## src/rtl/clk_meas_pkg.sv

```systemverilog
// clk_meas_pkg: shared types and constants for the clock frequency/duty meter.
//   state_t   : measurement FSM states
//   DUTY_W    : width of the duty-cycle percentage result
//   PCT_SCALE : duty numerator scale (percent)
//   DIV_ITER  : quotient bits produced by the divider, one per cycle
package clk_meas_pkg;
   typedef enum logic [1:0] {IDLE, ARM, MEASURE, DIVIDE} state_t;
   localparam int DUTY_W    = 7;
   localparam int PCT_SCALE = 100;
   localparam int DIV_ITER  = 7;
endpackage

```

## src/rtl/duty_div.sv

```systemverilog
// duty_div: sequential restoring divider producing a 7-bit quotient, MSB first.
//   clk, rst_n : clock, async active-low reset
//   start      : load num/den and begin (ignored while abort is high)
//   abort      : drop any in-flight division
//   num        : dividend, must satisfy num < den*128
//   den        : divisor, non-zero
//   busy       : division in progress
//   done       : last iteration this cycle; quot is valid only now
//   quot       : quotient
module duty_div
   import clk_meas_pkg::*;
#(
   parameter int CNT_W = 16
) (
   input  logic                    clk,
   input  logic                    rst_n,
   input  logic                    start,
   input  logic                    abort,
   input  logic [CNT_W+DUTY_W-1:0] num,
   input  logic [CNT_W-1:0]        den,
   output logic                    busy,
   output logic                    done,
   output logic [DUTY_W-1:0]       quot
);
   localparam int NW = CNT_W + DUTY_W;

   logic [NW-1:0]     r_rem;
   logic [CNT_W-1:0]  r_den;
   logic [DUTY_W-2:0] r_q;
   logic [2:0]        r_k;
   logic              r_busy;
   logic [NW-1:0]     w_trial;
   logic              w_ge;

   assign w_trial = NW'(r_den) << r_k;
   assign w_ge    = r_rem >= w_trial;
   assign busy    = r_busy;
   assign done    = r_busy && r_k == 3'd0;
   // final quotient bit is taken combinationally so the result is ready in the done cycle
   assign quot    = {r_q, w_ge};

   always_ff @(posedge clk or negedge rst_n) begin
      if (!rst_n) begin
         r_rem  <= '0;
         r_den  <= '0;
         r_q    <= '0;
         r_k    <= '0;
         r_busy <= 1'b0;
      end else if (abort) begin
         r_busy <= 1'b0;
      end else if (start) begin
         r_rem  <= num;
         r_den  <= den;
         r_q    <= '0;
         r_k    <= 3'(DIV_ITER - 1);
         r_busy <= 1'b1;
      end else if (r_busy) begin
         r_rem  <= w_ge ? r_rem - w_trial : r_rem;
         r_q    <= {r_q[DUTY_W-3:0], w_ge};
         r_k    <= r_k - 3'd1;
         r_busy <= r_k != 3'd0;
      end
   end
endmodule

```

## src/rtl/clk_freq_duty_meter.sv

```systemverilog
// clk_freq_duty_meter: measures period, high time and duty of meas_clk in clk cycles.
//   clk, rst_n : local clock, async active-low reset
//   en         : measurement enable (level)
//   meas_clk   : clock under test, asynchronous
//   period_cnt : last measured period
//   high_cnt   : last measured high time
//   duty_pct   : floor(high_cnt*100/period_cnt)
//   meas_valid : one-cycle strobe, results update with it
//   overrun    : one-cycle strobe, a period was discarded during a divide
//   stuck      : no rise seen for 2^CNT_W-1 cycles
module clk_freq_duty_meter
   import clk_meas_pkg::*;
#(
   parameter int CNT_W       = 16,
   parameter int SYNC_STAGES = 2
) (
   input  logic              clk,
   input  logic              rst_n,
   input  logic              en,
   input  logic              meas_clk,
   output logic [CNT_W-1:0]  period_cnt,
   output logic [CNT_W-1:0]  high_cnt,
   output logic [DUTY_W-1:0] duty_pct,
   output logic              meas_valid,
   output logic              overrun,
   output logic              stuck
);
   localparam logic [CNT_W-1:0] MAX = '1;

   logic [SYNC_STAGES-1:0]    r_sync;
   logic                      r_s_d;
   state_t                    r_state, w_next;
   logic [CNT_W-1:0]          r_pcnt, r_hcnt, r_p, r_h;
   logic [CNT_W-1:0]          r_period, r_high;
   logic [DUTY_W-1:0]         r_duty, w_quot;
   logic                      r_valid, r_ovr, r_stuck;
   logic                      w_s, w_rise, w_sat, w_start, w_done, w_busy, w_fin;
   logic [CNT_W+DUTY_W-1:0]   w_num;

   assign w_s    = r_sync[SYNC_STAGES-1];
   assign w_rise = w_s & ~r_s_d;
   // saturation without a rendering rise means the clock is considered dead
   assign w_sat  = en && r_state != IDLE && r_pcnt == MAX && !w_rise;
   assign w_fin  = en && r_state == DIVIDE && w_done;
   assign w_num  = (CNT_W+DUTY_W)'(r_hcnt) * (CNT_W+DUTY_W)'(PCT_SCALE);

   assign period_cnt = r_period;
   assign high_cnt   = r_high;
   assign duty_pct   = r_duty;
   assign meas_valid = r_valid;
   assign overrun    = r_ovr;
   assign stuck      = r_stuck;

   always_ff @(posedge clk or negedge rst_n) begin
      if (!rst_n) begin
         r_sync <= '0;
         r_s_d  <= 1'b0;
      end else begin
         r_sync <= {r_sync[SYNC_STAGES-2:0], meas_clk};
         r_s_d  <= w_s;
      end
   end

   // counters keep running in every enabled state so overlap and stuck detection work
   always_ff @(posedge clk or negedge rst_n) begin
      if (!rst_n) begin
         r_pcnt <= '0;
         r_hcnt <= '0;
      end else if (!en || r_state == IDLE) begin
         r_pcnt <= '0;
         r_hcnt <= '0;
      end else if (w_rise) begin
         r_pcnt <= CNT_W'(1);
         r_hcnt <= CNT_W'(w_s);
      end else begin
         r_pcnt <= r_pcnt == MAX ? r_pcnt : r_pcnt + CNT_W'(1);
         r_hcnt <= (w_s && r_hcnt != MAX) ? r_hcnt + CNT_W'(1) : r_hcnt;
      end
   end

   always_ff @(posedge clk or negedge rst_n) begin
      if (!rst_n) r_state <= IDLE;
      else        r_state <= w_next;
   end

   always_comb begin
      w_next  = r_state;
      w_start = 1'b0;
      case (r_state)
         IDLE:    w_next = ARM;
         ARM:     w_next = w_rise ? MEASURE : ARM;
         MEASURE: begin
            if (w_rise) begin
               w_next  = DIVIDE;
               w_start = 1'b1;
            end else if (w_sat) begin
               w_next = ARM;
            end
         end
         DIVIDE:  w_next = (w_done || !w_busy) ? MEASURE : DIVIDE;
         default: w_next = IDLE;
      endcase
      if (!en) begin
         w_next  = IDLE;
         w_start = 1'b0;
      end
   end

   duty_div #(.CNT_W(CNT_W)) u_div (
      .clk   (clk),
      .rst_n (rst_n),
      .start (w_start),
      .abort (!en),
      .num   (w_num),
      .den   (r_pcnt),
      .busy  (w_busy),
      .done  (w_done),
      .quot  (w_quot)
   );

   always_ff @(posedge clk or negedge rst_n) begin
      if (!rst_n) begin
         r_p      <= '0;
         r_h      <= '0;
         r_period <= '0;
         r_high   <= '0;
         r_duty   <= '0;
         r_valid  <= 1'b0;
         r_ovr    <= 1'b0;
         r_stuck  <= 1'b0;
      end else begin
         if (w_start) begin
            r_p <= r_pcnt;
            r_h <= r_hcnt;
         end
         if (w_fin) begin
            r_period <= r_p;
            r_high   <= r_h;
            r_duty   <= w_quot;
         end
         r_valid <= w_fin;
         r_ovr   <= en && r_state == DIVIDE && w_rise;
         r_stuck <= (en && w_rise) ? 1'b0 : (w_sat ? 1'b1 : r_stuck);
      end
   end
endmodule

```

## config.mk

```make
export PLATFORM = sky130hd
export DESIGN_NAME = clk_freq_duty_meter
export DESIGN_NICKNAME = d
export VERILOG_FILES = /design/src/rtl/clk_meas_pkg.sv /design/src/rtl/duty_div.sv /design/src/rtl/clk_freq_duty_meter.sv
export SDC_FILE = /design/constraint.sdc
export NUM_CORES = 1
export LEC_CHECK = 0
export ABC_AREA = 0
export BUFFER_PORTS_ARGS = -buffer_cell sky130_fd_sc_hd__buf_2
export CORE_UTILIZATION = 27
export CTS_CLUSTER_DIAMETER = 120
export DETAILED_ROUTE_END_ITERATION = 16
export MAX_ROUTING_LAYER = met4
export PLACE_DENSITY = 0.51
export SETUP_SLACK_MARGIN = 0.15
export SYNTH_ARGS = -nofsm -noshare
export SYNTH_HDL_FRONTEND = slang
export SYNTH_SLANG_ARGS = --single-unit
```

## constraint.sdc

```tcl
create_clock -name clk -period 9.6 [get_ports clk]
set_input_delay 0.48 -clock clk [delete_from_list [all_inputs] [get_ports clk]]
set_output_delay 0.48 -clock clk [all_outputs]
set_load 0.02 [all_outputs]
```

# Yosys cells after proc, flatten, opt, wreduce, memory -nomap -nowiden
# Index checks and enable logic that the tools add are counted.
# totals
out_inout_bits	42
latchBits	0
mem_bits_rw	0
romBits	0
ff_bits	160
n_memories	0
# op_classes
bitwise	2
shift	1
n_addsub	4
reduce_logical	25
multipliers	1
n_mux	27
n_lt_le_gt_ge	1
div	0
eq_ne	7
# ops
operator	n
16-bit two-way mux	6
23-bit two-way mux	3
16-bit by 1-bit adder with 16-bit output, second input constant	2
23-bit greater-or-equal comparator	1
16-bit by 3-bit << shifter with 23-bit output	1
23-bit subtractor	1
16-bit by 5-bit multiplier with 21-bit output, second input constant	1
16-bit == test, second input constant	1
16-bit != test, second input constant	1
6-bit two-way mux	2
1-bit logical AND	9
1-bit two-way mux	9
2-bit two-way mux	4
2-bit case mux with 4 select lines	1
2-bit nonzero test	4
3-bit two-way mux	2
3-bit nonzero test	2
2-bit == test, second input constant	2
4-bit != test, second input constant	1
2-bit AND reduction	2
1-bit zero test	3
3-bit zero test	1
3-bit != test, second input constant	1
3-bit AND reduction	1
other kinds (6)	7

# Longest topological paths before layout
# depth
ltp_word	8
depth_mapped	18

# By module
# Synthesis repeated with hierarchy kept, for this count alone.
# unflattened
hier_cells	1063
area_unflattened_um2	10397.5
# by_module_without_submodules
module	instances	area_per_inst_um2	seq_area_each_um2	cells_each
clk_freq_duty_meter	1	6206.0	2777.7	621
duty_div	1	4191.5	1226.2	442

# Worst setup path after synthesis
# OpenSTA, ideal clock, no wires.
# synth_timing
path_type	register to register
from	register u_div.r_k[1]
to	register u_div.r_rem[16]
path_buffers	5
required_ns	9.463
period_less_slack_ns	4.067
setup_ns	0.137
arrival_time_ns	3.930
path_slack_ns	5.533
stages_incl_launch_ff	19
cell_sequence	dfrtp_1 clkbuf_1 buf_1 clkbuf_1 a211oi_1 a21oi_1 a32oi_1 ha_1 and3_1 a221o_1 a31o_2 a22o_1 o41ai_2 a21o_1 buf_6 buf_6 a211oi_1 a211oi_1 a21oi_1
# synth_via
elab_chain_len	5
word_cells_on_any_way	8
cone_classes	1 x add/sub; 1 x order compare; 1 x shift; 3 x mux; 2 x reduce/logical
# synth_rtl
item	line_no	rtl
from (decl)	duty_div.sv:30	logic [2:0] r_k;
from (signal assigned)	duty_div.sv:55	r_k <= 3'(DIV_ITER - 1);
from (signal assigned)	duty_div.sv:60	r_k <= r_k - 3'd1;
16-bit by 3-bit << shifter with 23-bit output (*)	duty_div.sv:35	assign w_trial = NW'(r_den) << r_k;
23-bit subtractor	duty_div.sv:58	r_rem <= w_ge ? r_rem - w_trial : r_rem;
23-bit two-way mux	duty_div.sv:58	
23-bit two-way mux	duty_div.sv:57	end else if (r_busy) begin
23-bit two-way mux	duty_div.sv:51	end else if (start) begin
to (signal assigned)	duty_div.sv:52	r_rem <= num;
to (signal assigned)	duty_div.sv:58	
to (decl)	duty_div.sv:27	logic [NW-1:0] r_rem;
# Every way passes the cells marked *; elsewhere a longest branch is shown, timed or not. The select of a mux whose other input is x is not followed.
# A chain may end at the register's enable or synchronous reset.

# Final worst setup path
# layout_timing
from	register u_div.r_k[0]
to	register u_div.r_rem[10]
# Same word-level chain as after synthesis.

==> flow_summary.toml <==
[worst_setup_path]
cp_max_fo = 28
worst-setup-path-type = "reg2reg"
critPathLaunchType = "flip-flop"
r2r_cells = 15
cp_data_required_time_ps = 9870
timing.rr.end = "u_div.r_rem[10]"
arrival_ps = 5400
r2r_slack_ps = 4470
worstSetupEndpointType = "flip-flop"
rr_startpoint = "u_div.r_k[0]"

[timing]
rsz0062_at_grt = "no"
timing.fmax_ghz = 0.195
slew_violations = 0
fin_crit_ps = 5130
finalHoldViolCount = 0
worst_slew_pin_slew_ps = 1050
max-slew-margin-rel = 0.298
setup_violations = 0
fin_crit_sh = 0.535
fin_skew_ps = 15.9
finalSetupTns_ps = 0

[logic_synthesis]
netlist_area_sq_um = 9110
synth_edf_count = 0
ys_seq_area_frac = 0.396
synth_fp_nets = 1121
ys_warn_count = 0
async_flop_share = 1.00
synth_area_per_cell_sq_um = 8.88
synthDistinctLibCells = 61
ys_seq_elements = 144
netlist_instances = 1026
ys.flop_type = "dfrtp_1"

[layout]
nFillCells = 3516
syn_to_final_growth_pct = 14.4
diodes = 0
layout.nets = 1152
drive_gt1_frac = 0.0991

[grt]
globalRoute.totalOverflow = 0
grt_pass1_vias = 6925
grt_start_max_net_pins = 83
antenna_found_initial = 0
grt_pass1_wl_um = 37700
grt_usage = 0.144

[die]
pin_count = 46
die_w_um = 186
core_sq_um = 32900
die_area_sq_um = 34500
num_rows = 66
initial_core_util = 0.277
die_h_um = 186

[clocking]
cts_tree = "done"
hold_buffers = 0
numCtsBuffers = 17
root_buffer = "clkbuf_16"
post_cts_resized = 0
h-tree-depth = 4
clock-sinks = 144
clockBufferDepth = 2
clock_latency_ps = 430
clk_pin_slew_ps = 70
postCtsSetupBuffers = 0

[power_and_ir_drop]
pwr_density_cell_nw_per_um2 = 207
leakage_nw = 5.32
share_seq_of_total_power = 0.329
power.switching_mw = 0.764
clkPwrFrac = 0.339
p_int_mw = 1.39
netSwitchingFraction = 0.355
ir_drop_v = 0.000111
power.total_mw = 2.15
combPwrFrac = 0.332

[place]
place.gp.congestion = 0.886
io_buffers = 45
place_hpwl_um = 16500

[outcome]
outcome = "finished, final reports clean"

[routing]
viasPerCell = 4.65
drcViolationCount = 0
wl_um = 22600
drtPass1Iterations = 5
ant_nets = 0
wl_per_cell_um = 15.0
drt_iter0_drc = 381
num_vias = 7031

[hold_path]
hp-class = "in2async"

[flow_run]
max_cap_viol_count = 0
-- cell families (layout without fill, tap and decap cells) --
logic type / Yosys count / count (layout) / synth area share
multiplexers: 33 / 33 / 0.0452
XOR/XNOR: 57 / 57 / 0.0548
adder cells (fa/ha/maj): 91 / 91 / 0.135
buffers and inverters: 103 / 147 / 0.0456
AO/OA/AOI/OAI: 191 / 191 / 0.134
AND/OR/NAND/NOR: 407 / 407 / 0.189
flip-flops: 144 / 144 / 0.396
-- metrics by stage --
| stage | hold WS, ps | setup WS (ps) | std cells | util | area (sq um) |
|---|---|---|---|---|---|
| after global placement | 336 | 4620 | 1480 | 0.298 | 9780 |
| after CTS | 116 | 4490 | 1512 | 0.317 | 10400 |
| after detailed placement | 336 | 4510 | 1480 | 0.298 | 9780 |
| after global routing | 128 | 4020 | 1512 | 0.317 | 10400 |
| final | 55.7 | 4470 | 1512 | 0.317 | 10400 |
| after floorplan | 184 | 5530 | 1026 | - | 9110 |
-- metal layers --
metal	vias up	routed length, um	GRT usage
met1	3346	11800	0.206
met2	114	9930	0.213
li1	3558	-	-
met4	0	236	0.0397
met5	-	0	-
met3	13	637	0.0168
-- Yosys cell counts, types with 9 or more instances --
library cell,n,share of area
a211oi_1,12,0.0099
a31oi_1,9,0.0062
o21ai_0,41,0.023
nand3_1,24,0.013
ha_1,79,0.11
a21oi_1,58,0.032
and3_1,11,0.0076
xor2_1,28,0.027
inv_1,60,0.025
a21o_1,16,0.013
xnor2_1,29,0.028
nand2b_1,11,0.0076
nand4_1,9,0.0062
dfrtp_1,144,0.40
nor2_1,77,0.032
mux2i_1,22,0.024
clkbuf_1,29,0.012
fa_1,12,0.026
o21a_1,11,0.0091
nand2_1,240,0.099
nor3_1,14,0.0077
-- final cells by class --
type	count	area [sq um]	share of cell area
multi-input combinational	779	5100	0.489
clock buffer	17	425	0.0408
inverter	61	229	0.0220
clock inverter	15	211	0.0203
sequential	144	3600	0.346
timing repair buffer	54	299	0.0287
tap	442	553	0.0531
-- power groups by stage --
| stage | sequential (mW) | clock, mW | combinational, mW |
|---|---|---|---|
| 2_1_floorplan | 0.674 | 0 | 0.589 |
| 3_3_place_gp | 0.720 | 0 | 0.711 |
| 3_5_place_dp | 0.719 | 0 | 0.704 |
| 4_1_cts | 0.708 | 0.745 | 0.711 |
| 5_1_grt | 0.716 | 0.770 | 0.800 |
| 6_report | 0.709 | 0.730 | 0.714 |
-- worst max path at each step --
| stage | startpoint | endpoint | slack (ps) |
|---|---|---|---|
| after floorplan | u_div.r_k[1] | u_div.r_rem[16] | 5530 |
| final | u_div.r_k[0] | u_div.r_rem[10] | 4470 |
| after global routing | u_div.r_k[0] | u_div.r_rem[8] | 4020 |
| after CTS | u_div.r_k[0] | u_div.r_rem[8] | 4490 |
| after detailed placement | u_div.r_k[0] | u_div.r_rem[8] | 4510 |
| after global placement | u_div.r_k[0] | u_div.r_rem[8] | 4620 |
-- critical path, stage by stage, from the launching register on --
cell	delay, ps
dfrtp_1	900
clkinv_1	490
a211oi_1	270
a21oi_1	90
a32oi_1	200
ha_1	350
and3_1	210
a221o_1	330
a31o_2	220
a22o_1	230
o41ai_2	380
a21o_1	520
buf_4	380
nor2_1	90
a211oi_1	230
a21oi_1	60
-- cell usage in the layout (no fill, tap or decap), types with 12 or more instances in the layout --
cell type  instances
a21o_1            16
xor2_1            28
o21ai_0           41
buf_2             44
fa_1              12
nor3_1            13
a21oi_1           58
mux2i_1           22
nor2_1            77
ha_1              79
nand3_1           24
dfrtp_1          144
xnor2_1           29
a211oi_1          12
clkbuf_16         17
nand2_1          240
inv_1             60
-- sequential cells by signal, indices dropped and copies added (netlist names), 2 cells and up --
signal and flops:
r_sync 2, period_cnt 16, r_h 16, r_state 2, u_div.r_k 3, high_cnt 16, r_hcnt 16, duty_pct 7
u_div.r_q 6, r_pcnt 16, u_div.r_rem 23, r_p 16
Note: power is estimated with default switching activity, not from simulation.
